### src/rtl/fir13_da_filter.sv
// fir13_da_filter: 13-tap symmetric low-pass FIR, parallel distributed arithmetic.
// Pipeline: delay line -> pre-add -> DA LUT -> 3-level adder tree -> filter_out.
// Optional macro FIR13_EXTRA_PIPE_EN adds one output register (latency 7 instead of 6).
module fir13_da_filter (
  input  logic               clk,
  input  logic               rst,
  input  logic signed [11:0] filter_in,
  output logic signed [29:0] filter_out
);

  // Half of the symmetric coefficient set, h[0..6]; h[i] = h[12-i].
  localparam logic signed [16:0] H [0:6] = '{
    17'sd259, 17'sd1548, 17'sd5206, 17'sd12097, 17'sd21272, 17'sd29454, 17'sd32768
  };

  logic signed [11:0] dly_q [0:12];
  logic signed [11:0] dly_d [0:12];
  logic signed [12:0] pre_q [0:6];
  logic signed [12:0] pre_d [0:6];
  logic signed [18:0] pp_q  [0:12];
  logic signed [18:0] pp_d  [0:12];
  logic signed [31:0] l1_q  [0:6];
  logic signed [31:0] l1_d  [0:6];
  logic signed [31:0] l2_q  [0:3];
  logic signed [31:0] l2_d  [0:3];
  logic signed [31:0] l3_q  [0:1];
  logic signed [31:0] l3_d  [0:1];
  logic signed [29:0] out_q;
  logic signed [29:0] out_d;
  logic signed [29:0] final_sum;
  logic        [6:0]  lut_addr;
`ifdef FIR13_EXTRA_PIPE_EN
  logic signed [29:0] y_q;
  logic signed [29:0] y_d;
`endif

  // Sum of the coefficients selected by one bit-slice of the pre-added samples.
  function automatic logic signed [18:0] da_lut(input logic [6:0] addr);
    logic signed [18:0] acc;
    acc = '0;
    for (int i = 0; i < 7; i++) begin
      if (addr[i]) acc = acc + {{2{H[i][16]}}, H[i]};
    end
    return acc;
  endfunction

  // Place a partial product at bit weight 2^b; the sign slice carries negative weight.
  function automatic logic signed [31:0] weigh(input logic signed [18:0] pp, input int b);
    logic signed [31:0] ext;
    ext = {{13{pp[18]}}, pp};
    ext = ext <<< b;
    if (b == 12) ext = -ext;
    return ext;
  endfunction

  // Next-state for every pipeline stage.
  always_comb begin
    lut_addr = '0;
    dly_d[0] = filter_in;
    for (int i = 1; i < 13; i++) dly_d[i] = dly_q[i-1];

    for (int i = 0; i < 6; i++)
      pre_d[i] = {dly_q[i][11], dly_q[i]} + {dly_q[12-i][11], dly_q[12-i]};
    pre_d[6] = {dly_q[6][11], dly_q[6]};

    for (int b = 0; b < 13; b++) begin
      for (int i = 0; i < 7; i++) lut_addr[i] = pre_q[i][b];
      pp_d[b] = da_lut(lut_addr);
    end

    for (int j = 0; j < 6; j++)
      l1_d[j] = weigh(pp_q[2*j], 2*j) + weigh(pp_q[2*j+1], 2*j+1);
    l1_d[6] = weigh(pp_q[12], 12);

    for (int j = 0; j < 3; j++) l2_d[j] = l1_q[2*j] + l1_q[2*j+1];
    l2_d[3] = l1_q[6];

    l3_d[0] = l2_q[0] + l2_q[1];
    l3_d[1] = l2_q[2] + l2_q[3];

    // The complete sum is bounded by 2048*172440 < 2^29, so 30 bits hold it exactly.
    final_sum = 30'(l3_q[0] + l3_q[1]);
`ifdef FIR13_EXTRA_PIPE_EN
    y_d   = final_sum;
    out_d = y_q;
`else
    out_d = final_sum;
`endif
  end

  // Pipeline registers, all cleared asynchronously by rst.
  always_ff @(posedge clk or posedge rst) begin
    if (rst) begin
      for (int i = 0; i < 13; i++) dly_q[i] <= '0;
      for (int i = 0; i < 7; i++)  pre_q[i] <= '0;
      for (int i = 0; i < 13; i++) pp_q[i]  <= '0;
      for (int i = 0; i < 7; i++)  l1_q[i]  <= '0;
      for (int i = 0; i < 4; i++)  l2_q[i]  <= '0;
      for (int i = 0; i < 2; i++)  l3_q[i]  <= '0;
`ifdef FIR13_EXTRA_PIPE_EN
      y_q   <= '0;
`endif
      out_q <= '0;
    end else begin
      for (int i = 0; i < 13; i++) dly_q[i] <= dly_d[i];
      for (int i = 0; i < 7; i++)  pre_q[i] <= pre_d[i];
      for (int i = 0; i < 13; i++) pp_q[i]  <= pp_d[i];
      for (int i = 0; i < 7; i++)  l1_q[i]  <= l1_d[i];
      for (int i = 0; i < 4; i++)  l2_q[i]  <= l2_d[i];
      for (int i = 0; i < 2; i++)  l3_q[i]  <= l3_d[i];
`ifdef FIR13_EXTRA_PIPE_EN
      y_q   <= y_d;
`endif
      out_q <= out_d;
    end
  end

  assign filter_out = out_q;

endmodule

### config.mk
export PLATFORM = sky130hd
export DESIGN_NAME = fir13_da_filter
export DESIGN_NICKNAME = d
export VERILOG_FILES = /design/src/rtl/fir13_da_filter.sv
export SDC_FILE = /design/constraint.sdc
export NUM_CORES = 2
export LEC_CHECK = 0
export CAP_MARGIN = 10
export CORE_UTILIZATION = 45
export CTS_CLUSTER_DIAMETER = 150
export DETAILED_ROUTE_END_ITERATION = 6
export HOLD_SLACK_MARGIN = 0.12
export SYNTH_ARGS = -nofsm -noshare
export SYNTH_HDL_FRONTEND = slang
export SYNTH_SLANG_ARGS = --single-unit
### constraint.sdc
create_clock -name clk -period 57.8 [get_ports clk]
set_input_delay 5.78 -clock clk [delete_from_list [all_inputs] [get_ports clk]]
set_output_delay 5.78 -clock clk [all_outputs]
set_load 0.02 [all_outputs]
# Word level (Yosys, flattened, before mapping)

Index checks and enable logic that the tools add are counted.

Bits in registers: 879
Logic and storage cells: 235
Output and inout port bits: 30
Input bits: 14

$add $sub $neg: 97
Mux-type cells: 91

Operator list:

| operator                 | number |
|---|---|
| $mux W19                 | 72 |
| $add A19 B15 Y19 const B | 24 |
| $add A19 B11 Y19 const B | 12 |
| $add A19 B13 Y19 const B | 12 |
| $add A19 B14 Y19 const B | 12 |
| $add A19 B16 Y19 const B | 12 |
| $mux W9                  | 13 |
| $mux W18                 | 6 |
| $add A12 B12 Y13         | 6 |
| $add A29 B30 Y30         | 2 |
| $add A30 B30 Y30         | 2 |
| $add A18 B15 Y18 const B | 2 |
| $neg A30 Y30             | 1 |
| $add A24 B28 Y29         | 1 |
| $add A27 B28 Y29         | 1 |
| $add A25 B27 Y28         | 1 |
| $add A25 B26 Y27         | 1 |
| $add A23 B24 Y25         | 1 |
| $add A21 B23 Y24         | 1 |
| $add A21 B22 Y23         | 1 |
| $add A19 B20 Y21         | 1 |
| $add A18 B13 Y18 const B | 1 |
| $add A18 B14 Y18 const B | 1 |
| $add A18 B16 Y18 const B | 1 |
| $add A9 B11 Y12 const B  | 1 |

# Longest topological paths before layout

Word-level depth: 13
Depth in mapped cells: 21

# Least setup slack after synthesis

No wires, ideal clock.

Path kind: register -> output
Start: reg out_q[0], in the netlist filter_out[0]
End: out filter_out[0]
Required time: 52.020 ns
Arrival: 0.416 ns
Path slack: 51.604 ns
Buffers on the path: 0
Cell stages (with the launch flop): 1
Cells stage by stage: dfrtp_1

RTL lines:

| element                  | line | text |
|---|---|---|
| start: declaration       | 28   | `logic signed [29:0] out_q;` |
| start signal: assignment | 114  | `out_q <= out_d;` |
| end: declaration         | 8    | `output logic signed [29:0] filter_out` |

No word-level cell between the ends.

==> impl_metrics.toml <==
[grt]
grt_usage_pct = 19.56
globalRoute.totalOverflow = 0
grt_antenna_before_repair = 12
first_global_vias = 31008
pin_count_of_the_biggest_net_entering_global_routing = 162
first_pass_grt_wire_length_um = 164000

[pwr]
netSwitchingFraction_pct = 40.84
vdd.ir_drop.worst_v = 0.00002598
p_leak_nw = 22.91
sequentialPowerShare_pct = 28.8
clock_network_fraction_of_total_power_pct = 18.7
power.density_cell_area_nw_per_um2 = 59.94
power.internal_mw = 1.821
combPwrFrac_pct = 52.4
power.net_switching_mw = 1.257

[worst_hold_path]
worstHoldPathType = "flip-flop to flip-flop"
timing.hold.worst_path_depth = 0
hold_start = "l1_q[29]"

[cts]
post-cts-setup-buffer-count = 0
clk_latency_ns = 0.65
clock-sinks = 772
cts_buffer_depth = 3
cts_buffers = 86
tritoncts = "done"
cts-resized-gates = 0
cts-htree-levels = 3
hold_buffers = 0
clock_tree.root_cell = "clkbuf_16"
path_clk_slew_ns = 0.06

[timing]
fin_ws_ns = 48.37
worst-slew-pin-transition_ns = 1.047
slew_headroom_pct = 30.20
period_utilisation_layout_pct = 16.31
slew_viol_final = 0
max_clock_freq_mhz = 106.1
finalSetupViolCount = 0
final.setup_skew_ns = 0.02106
final_period_minus_worst_setup_slack_ns = 9.429
finalHoldViolCount = 0
setup-tns-final_ns = 0
rsz0062_at_grt = "no"

[finish]
layout.nets = 5250
n_fill_cell = 9432
drive_gt1_share_pct = 4.706
area.growth.synth_to_final_pct = 10.39

[placed_design]
gp_congestion = 0.8538
post-place-ws_ns = 47.43
dp_hpwl_um = 77930
numPortBuffers = 43

[die]
fp.dieW_um = 323.5
floorplan.die_area_um2 = 104700
initial_utilization_pct = 45.53
number_of_placement_rows = 117
core_area_um2 = 102200
io-pin-count = 44
dieHeight_um = 323.5

[critical_path]
timing.critical_path.from_type = "primary input"
criticalPathCategory = "primary input to asynchronous set/reset pin"
worst_setup_path_end_kind = "asynchronous set/reset pin"
timing.critical_path.required_ns = 58.40
startpoint = "rst"
path_max_fanout = 161
cp.arrival_ns = 10.03
crit-reg2reg-launch = "pre_q[62]"
rr_worst_depth = 17

[logic_synthesis]
yosysUniqueCellTypes = 103
synth_top_flop_cell = "dfrtp_1"
yosys.cell_count.top_type = "dfrtp_1"
synth.yosys.warnings = 0
synthTopCellsByArea = "dfrtp_1 42%, ha_1 12%, xnor2_1 8.2%"
synth_largest_area_cell = "dfrtp_1"
synthCells = 4738
ys_async_sr_fraction_pct = 100.0
synth_edf_count = 0
synth_largest_type_area_fraction_pct = 41.53
synth.yosys.seq_area_share_pct = 41.53
postSynthAreaPerCell_um2 = 9.819
commonest_cells_in_the_netlist = "772 x dfrtp_1, 443 x ha_1, 434 x xnor2_1, 404 x nand2_1, 349 x nor2_1"
post_synthesis_instance_area_um2 = 46520
ys_ff_latch = 772
synth_fp_nets = 5213

[route]
vias = 32752
wl_per_cell_um = 16.17
drt_pre_antenna_iters = 6
detail_route.drc_violations = 0
drt_wl_total_um = 100500
avgViaCountPerCell = 5.271
detail-route-antenna-nets = 0
first_iter_violations = 2017

[run]
drv.max_cap_violation_count = 0

[outcome]
outcome = "completed"
kinds of logic (layout without fill, tap and decap cells):
family	after synthesis	in the layout	synth area share, %
AND/OR/NAND/NOR	1465	1465	15.37
AO/OA/AOI/OAI	1001	1001	14.35
flip-flops	772	772	41.53
XOR/XNOR	594	594	11.48
adder cells (fa/ha/maj)	466	466	12.80
buffers and inverters	380	487	3.171
multiplexers	60	60	1.315
other	0	1	0
cells in the final DEF (no fill, tap or decap), types with 18 or more instances in the layout:
cell,n
o211ai_1,27
nor3b_1,22
o21a_1,28
xnor2_1,434
nor2b_1,90
nand3b_1,30
clkdlybuf4s50_1,43
a21oi_1,243
inv_1,271
clkbuf_16,87
mux2i_1,51
a21o_1,64
and2_1,54
xor2_1,150
fa_1,18
nand3_1,140
nand2b_1,81
nor3_1,109
ha_1,443
nand4_1,20
o21ai_0,207
nor2_1,349
o21bai_1,20
o31ai_1,42
a21boi_0,50
a211oi_1,40
and3_1,40
a31oi_1,51
or3_1,49
o22ai_1,19
or2_2,25
dfrtp_1,772
nand2_1,404
metrics by stage:
stage	instances	hold WS [ns]	cell area [µm²]	utilization, %	total power [mW]
2_1_floorplan	4738	0.3312	46520	-	2.127
3_3_place_gp	6055	0.3315	48320	47.29	2.498
3_5_place_dp	6055	0.3347	48320	47.29	2.515
4_1_cts	6213	0.3470	51350	50.26	3.112
5_1_grt	6213	0.3511	51350	50.26	3.352
6_report	6214	0.3462	51360	50.26	3.079
routing by layer:
metal  wire (µm)  global-route usage, %  vias up
met5           0                      0        -
met4        2238                  5.608        0
met3        4935                  3.446      118
met2       42470                  28.83      507
met1       50840                  29.22    15492
li1            -                      -    16635
registers in the layout, indices dropped and copies added, names as in the netlist:
signal and cells:
dly_d 132, dly_q 12, filter_out 30, l1_q 138, l2_q 86, l3_q 50
lut_addr 6, pp_q 234, pre_q 84
critical path, stage by stage:
cell	delay [ns]
clkdlybuf4s50_1	0.49
inv_8	0.49
buf_12	0.61
buf_4	0.70
buf_4	0.76
buf_4	0.88
worst paths after layout:
kind / endpoint / slack [ns]
max in group clk: filter_out[21] / 50.44
setup / recovery: pre_q[76] / 48.37
min in group asynchronous: l3_q[37] / 5.62
setup reg to reg: pp_q[54] / 52.76
hold reg to reg: l2_q[29] / 0.35
hold / removal: l2_q[29] / 0.35
power by group through the flow:
stage          Clock [mW]  Sequential, mW  Combinational [mW]
6_report            0.576           0.888                1.61
5_1_grt             0.615           0.913                1.82
4_1_cts             0.594           0.892                1.63
3_5_place_dp            0           0.900                1.62
3_3_place_gp            0           0.897                1.60
2_1_floorplan           0           0.844                1.28
layout make-up:
class                           count  area [µm²]  area share [%]
Multi-Input combinational cell   3586       25730           50.10
Sequential cell                   772       19320           37.62
Clock buffer                      112        2441           4.753
Tap cell                         1368        1712           3.333
Inverter                          277        1047           2.039
Clock inverter                     46       596.8           1.162
Timing Repair Buffer               52       510.5          0.9940
Antenna cell                        1       2.502        0.004873
Power figures use the tool's default switching activity.
